File: src/rtl/pipe_pkg.sv
// Shared constants and types for the pipeline hazard controller.
// Includes the per-operand Tnew/Tuse hazard test.
package pipe_pkg;

  localparam logic [1:0] TUSE_NONE = 2'd3;

  localparam logic [2:0] MD_MULT  = 3'd0;
  localparam logic [2:0] MD_MULTU = 3'd1;
  localparam logic [2:0] MD_DIV   = 3'd2;
  localparam logic [2:0] MD_DIVU  = 3'd3;

  localparam logic [1:0] PC_SEL_SEQ = 2'd0;
  localparam logic [1:0] PC_SEL_EXC = 2'd1;
  localparam logic [1:0] PC_SEL_EPC = 2'd2;

  typedef enum logic {
    ST_RUN     = 1'b0,
    ST_MEMWAIT = 1'b1
  } st_t;

  // A producer stalls D only if its result arrives after D needs it.
  function automatic logic hz_op(
    input logic [4:0] addr,
    input logic [1:0] tuse,
    input logic       e_wen,
    input logic [4:0] e_a3,
    input logic [1:0] e_tnew,
    input logic       m_wen,
    input logic [4:0] m_a3,
    input logic [1:0] m_tnew
  );
    logic w_e;
    logic w_m;
    w_e = e_wen && (e_a3 == addr) && (e_tnew > tuse);
    w_m = m_wen && (m_a3 == addr) && (m_tnew > tuse);
    return (addr != 5'd0) && (tuse != TUSE_NONE) && (w_e || w_m);
  endfunction

endpackage

File: src/rtl/md_busy_cnt.sv
// Mult/div busy counter: loads on start, counts down to zero.
// A start while busy reloads; busy includes the start cycle.
module md_busy_cnt
  import pipe_pkg::*;
#(
  parameter int MULT_CYC = 5,
  parameter int DIV_CYC  = 10,
  parameter int CNT_W    = 4
) (
  input  logic       clk,
  input  logic       reset,
  input  logic       i_start,
  input  logic [2:0] i_op,
  output logic       o_busy
);

  logic [CNT_W-1:0] r_cnt;
  logic             w_div;

  assign w_div  = (i_op == MD_DIV) || (i_op == MD_DIVU);
  assign o_busy = (r_cnt != '0) || i_start;

  always_ff @(posedge clk) begin
    if (reset) begin
      r_cnt <= '0;
    end else if (i_start) begin
      r_cnt <= w_div ? CNT_W'(DIV_CYC) : CNT_W'(MULT_CYC);
    end else if (r_cnt != '0) begin
      r_cnt <= r_cnt - 1'b1;
    end
  end

endmodule

File: src/rtl/pipe_hazard_ctrl.sv
// Central stall/flush controller for the 5-stage pipeline.
// One prioritised decision per cycle drives all en/clr and PC control.
module pipe_hazard_ctrl
  import pipe_pkg::*;
#(
  parameter int MULT_CYC = 5,
  parameter int DIV_CYC  = 10,
  parameter int CNT_W    = 4
) (
  input  logic       clk,
  input  logic       reset,
  input  logic [4:0] d_rs_addr,
  input  logic [4:0] d_rt_addr,
  input  logic [1:0] d_rs_tuse,
  input  logic [1:0] d_rt_tuse,
  input  logic       d_is_md,
  input  logic [4:0] e_a3,
  input  logic       e_reg_wen,
  input  logic [1:0] e_tnew,
  input  logic [4:0] m_a3,
  input  logic       m_reg_wen,
  input  logic [1:0] m_tnew,
  input  logic       e_md_start,
  input  logic [2:0] e_md_op,
  input  logic       m_dm_req,
  input  logic       m_dm_ack,
  input  logic       exc_req,
  input  logic       m_eret,
  output logic       pc_en,
  output logic [1:0] pc_sel,
  output logic       en_fd,
  output logic       en_de,
  output logic       en_em,
  output logic       en_mw,
  output logic       clr_fd,
  output logic       clr_de,
  output logic       clr_em,
  output logic       clr_mw,
  output logic       md_busy,
  output logic       stall
);

  st_t  r_st;
  st_t  w_st_nxt;
  logic w_busy;
  logic w_hz_rs;
  logic w_hz_rt;
  logic w_md_hz;
  logic w_memwait;
  logic w_row_exc;
  logic w_row_eret;
  logic w_row_mem;
  logic w_row_hz;

  md_busy_cnt #(
    .MULT_CYC (MULT_CYC),
    .DIV_CYC  (DIV_CYC),
    .CNT_W    (CNT_W)
  ) u_md_cnt (
    .clk     (clk),
    .reset   (reset),
    .i_start (e_md_start),
    .i_op    (e_md_op),
    .o_busy  (w_busy)
  );

  assign w_hz_rs = hz_op(d_rs_addr, d_rs_tuse,
                         e_reg_wen, e_a3, e_tnew,
                         m_reg_wen, m_a3, m_tnew);
  assign w_hz_rt = hz_op(d_rt_addr, d_rt_tuse,
                         e_reg_wen, e_a3, e_tnew,
                         m_reg_wen, m_a3, m_tnew);
  assign w_md_hz = d_is_md && w_busy;

  assign w_memwait = ~m_dm_ack &&
                     ((r_st == ST_MEMWAIT) || m_dm_req);

  // Rows made mutually exclusive so the decoder below is one-hot.
  assign w_row_exc  = ~reset && exc_req;
  assign w_row_eret = ~reset && ~exc_req && m_eret;
  assign w_row_mem  = ~reset && ~exc_req && ~m_eret && w_memwait;
  assign w_row_hz   = ~reset && ~exc_req && ~m_eret && ~w_memwait &&
                      (w_hz_rs || w_hz_rt || w_md_hz);

  assign md_busy = ~reset && w_busy;

  always_comb begin
    pc_en  = 1'b1;
    pc_sel = PC_SEL_SEQ;
    en_fd  = 1'b1;
    en_de  = 1'b1;
    en_em  = 1'b1;
    en_mw  = 1'b1;
    clr_fd = 1'b0;
    clr_de = 1'b0;
    clr_em = 1'b0;
    clr_mw = 1'b0;
    stall  = 1'b0;
    unique case (1'b1)
      reset: begin
        pc_en  = 1'b0;
        clr_fd = 1'b1;
        clr_de = 1'b1;
        clr_em = 1'b1;
        clr_mw = 1'b1;
      end
      w_row_exc: begin
        pc_sel = PC_SEL_EXC;
        clr_fd = 1'b1;
        clr_de = 1'b1;
        clr_em = 1'b1;
      end
      w_row_eret: begin
        pc_sel = PC_SEL_EPC;
        clr_fd = 1'b1;
        clr_de = 1'b1;
        clr_em = 1'b1;
      end
      w_row_mem: begin
        pc_en  = 1'b0;
        en_fd  = 1'b0;
        en_de  = 1'b0;
        en_em  = 1'b0;
        clr_mw = 1'b1;
        stall  = 1'b1;
      end
      w_row_hz: begin
        pc_en  = 1'b0;
        en_fd  = 1'b0;
        clr_de = 1'b1;
        stall  = 1'b1;
      end
      default: begin
        pc_en  = 1'b1;
      end
    endcase
  end

  always_comb begin
    w_st_nxt = r_st;
    if (exc_req) begin
      w_st_nxt = ST_RUN;
    end else if (r_st == ST_RUN) begin
      if (m_dm_req && ~m_dm_ack) w_st_nxt = ST_MEMWAIT;
    end else if (m_dm_ack) begin
      w_st_nxt = ST_RUN;
    end
  end

  always_ff @(posedge clk) begin
    if (reset) r_st <= ST_RUN;
    else       r_st <= w_st_nxt;
  end

endmodule

File: config.mk
export PLATFORM = sky130hd
export DESIGN_NAME = pipe_hazard_ctrl
export DESIGN_NICKNAME = d
export VERILOG_FILES = /design/src/rtl/pipe_pkg.sv /design/src/rtl/md_busy_cnt.sv /design/src/rtl/pipe_hazard_ctrl.sv
export SDC_FILE = /design/constraint.sdc
export NUM_CORES = 1
export LEC_CHECK = 0
export ABC_CLOCK_PERIOD_IN_PS = 6200
export BUFFER_PORTS_ARGS = -buffer_cell sky130_fd_sc_hd__buf_2
export CAP_MARGIN = 20
export CORE_MARGIN = 2
export CORE_UTILIZATION = 45
export CTS_BUF_LIST = sky130_fd_sc_hd__clkbuf_4 sky130_fd_sc_hd__clkbuf_8
export CTS_CLUSTER_SIZE = 8
export DETAILED_ROUTE_END_ITERATION = 10
export PLACE_DENSITY = 0.89
export SKIP_LAST_GASP = 1
export SYNTH_ARGS = -nofsm -noshare
export SYNTH_HDL_FRONTEND = slang
export SYNTH_HIERARCHICAL = 1
export SYNTH_SLANG_ARGS = --single-unit
File: constraint.sdc
create_clock -name clk -period 6.2 [get_ports clk]
set_clock_uncertainty 0.05 [all_clocks]
set_input_delay 1.86 -clock clk [delete_from_list [all_inputs] [get_ports clk]]
set_output_delay 1.86 -clock clk [all_outputs]
set_load 0.03 [all_outputs]
==> impl_metrics.toml <==
[clocking]
cts_buffer_depth = 2
clk_pin_slew_worst_paths_ps = 50
h-tree-depth = 1
cts_sinks = 5
holdBufCountCts = 0
cts_resized = 0
cts_buffers = 3
cts_root_buf = "clkbuf_4"
post_cts_buffers = 0
clk_latency_ps = 240
cts_tree = "done"

[timing]
period_share = 0.880
rsz0062_at_grt = "no"
fin_setup_tns_ps = 0
setup_viol = 0
hold_violations = 0
finalMaxSlewViolations = 0
timing.fmax_mhz = 183
fin_ws_ps = 746
min_period_ps = 5450

[synth]
synth_xor_area_frac = 0.210
yosys_register_bits = 5
synth_compound_area_frac = 0.186
synthAdderAreaFrac = 0.143
ys_seq_area_frac = 0.114
synth-simple-area-share = 0.261
synth_top_family_by_area = "simple AND/OR/NAND/NOR gates"
synth_top_area_frac = 0.150
syn_area_um2 = 876
synth_nets = 156
synth.avg_cell_area_um2 = 8.34
synthMuxAreaShare = 0
ys_warn_count = 6
ys_types = 35
synth_area_leader_cell = "xnor2_1"
syn-instance-count = 105
synthTopCellsByArea = "xnor2_1, ha_1, dfxtp_1"

[die]
row_count = 15
io_pins = 54
die_area_mm2 = 0.00232
start_util = 0.491
die_x_um = 48.1
coreArea_mm2 = 0.00178
die_y_um = 48.1

[run]
maxCapViolCount = 0

[place]
gp_congestion = 0.833
port_buffers = 51
post-place-ws_ps = 749
post-dp-hpwl_mm = 2.05

[global_routing]
grt_pass1_vias = 895
grt_first_pass_wirelength_mm = 3.52
overflow = 0
track_usage = 0.217
grt_start_max_net_pins = 12
antenna_found_initial = 0

[power]
ir_worst_vdd_uv = 65.0
powerDensity_mw_per_mm2 = 148
p_leak_nw = 0.540

[routing]
drc_errors = 0
wl_per_cell_um = 12.9
first_pass_iters = 4
post_drt_via_cell_ratio = 5.22
totalWireLength_mm = 2.34
vias = 950
first_iter_violations = 20
ant_nets = 0

[cells_and_area]
drive_gt1_frac = 0.439
nets = 209
area_delta_synth_final_pct = 33.6
diodes = 0
fill_cells = 152

[worst_setup_path]
required_ps = 4290
cp-end-kind = "output pin"
cp_max_fo = 3
cp_data_arrival_time_ps = 3540
start_kind = "primary input"
crit_type = "in -> out"

[outcome]
status = "completed"

[min_path]
min_path_type = "reg -> reg"
-- routing by layer --
| metal | track usage | up-vias | share of wire |
|---|---|---|---|
| met5 | 0 | - | 0 |
| li1 | - | 473 | - |
| met3 | 0.0148 | 4 | 0.043 |
| met2 | 0.435 | 37 | 0.54 |
| met1 | 0.238 | 436 | 0.40 |
| met4 | 0.0649 | 0 | 0.017 |
-- metrics by stage --
stage	util	instance area (um^2)	total power, mW	cells	hold WS (ps)
final	0.656	1170	0.173	182	443
after global placement	0.639	1140	0.125	178	423
after floorplan	-	876	0.0985	105	402
after detailed placement	0.639	1140	0.131	178	437
after CTS	0.656	1170	0.175	182	443
after global routing	0.656	1170	0.184	182	464
-- cell type report --
type	instances	area [um^2]	share of cell area
Timing Repair Buffer	51	255	0.218
Multi-Input combinational cell	84	704	0.602
Tap cell	25	31.3	0.0267
Inverter	13	48.8	0.0417
Clock buffer	4	30.0	0.0257
Sequential cell	5	100	0.0856
-- cell usage after synthesis --
library cell and count:
or3_1 1, nand3_1 7, o31a_2 1, nor2b_1 3, a311oi_1 1, a211o_2 1, nor4_1 2, or2_1 1
a21oi_1 3, o2111ai_1 1, nor4_2 3, and3b_1 1, xor2_1 6, xnor2_1 15, nor4b_4 1, conb_1 1
nor2_1 4, o21bai_4 1, inv_1 12, nor2_2 1, nor3b_1 1, a41oi_2 1, a21o_1 1, or4_1 2
o221ai_2 2, a21oi_2 1, a211oi_2 1, dfxtp_1 5, buf_4 3, inv_2 1, a21boi_1 1, ha_1 10
nor3_1 2, nand2_1 7, a2111oi_0 1
-- report_power, final --
| group | switching [mW] | internal, mW |
|---|---|---|
| sequential | 0.00487 | 0.0365 |
| combinational | 0.0492 | 0.0405 |
| clock | 0.0135 | 0.0287 |
| total | 0.0676 | 0.106 |
-- final timing paths --
| check | from | cells after the start | end | slack, ps |
|---|---|---|---|---|
| worst min register to register | u_md_cnt/r_cnt[0] | 2 | u_md_cnt/r_cnt[0] | 440 |
| worst max register to register | u_md_cnt/r_cnt[1] | 5 | u_md_cnt/r_cnt[1] | 4760 |
| worst min-delay path | u_md_cnt/r_cnt[0] | 2 | u_md_cnt/r_cnt[0] | 440 |
| worst max-delay path | d_rt_tuse[1] | 9 | stall | 750 |
-- state kept, by name (all words and copies together), names as in the netlist --
signal / count
r_st: 1
u_md_cnt/r_cnt: 4
-- placed cells by master (no fill, tap or decap), types with 2 or more instances in the layout --
| master | netlist | layout |
|---|---|---|
| or4_1 | 2 | 2 |
| nor4_1 | 2 | 2 |
| buf_2 | 0 | 51 |
| xnor2_1 | 15 | 15 |
| o221ai_2 | 2 | 2 |
| nor4_2 | 3 | 3 |
| nand3_1 | 7 | 7 |
| clkbuf_4 | 0 | 4 |
| inv_1 | 12 | 12 |
| nor2_1 | 4 | 4 |
| nor2b_1 | 3 | 3 |
| nor3_1 | 2 | 2 |
| xor2_1 | 6 | 6 |
| a21oi_1 | 3 | 3 |
| ha_1 | 10 | 10 |
| dfxtp_1 | 5 | 5 |
| nand2_1 | 7 | 7 |
-- cells by family after synthesis --
family          Yosys count
compound gates           16
xor+xnor                 21
simple gates             36
other cells               1
fa+ha+maj                10
flops                     5
buf+inv                  16
-- critical path, stage by stage --
cell       delay, ps
buf_2             90
inv_1             60
ha_1             300
a21boi_1         140
o2111ai_1        110
nor4_1           280
o221ai_2         160
a41oi_2          280
buf_2            250
(Power assumes the default switching activity.)
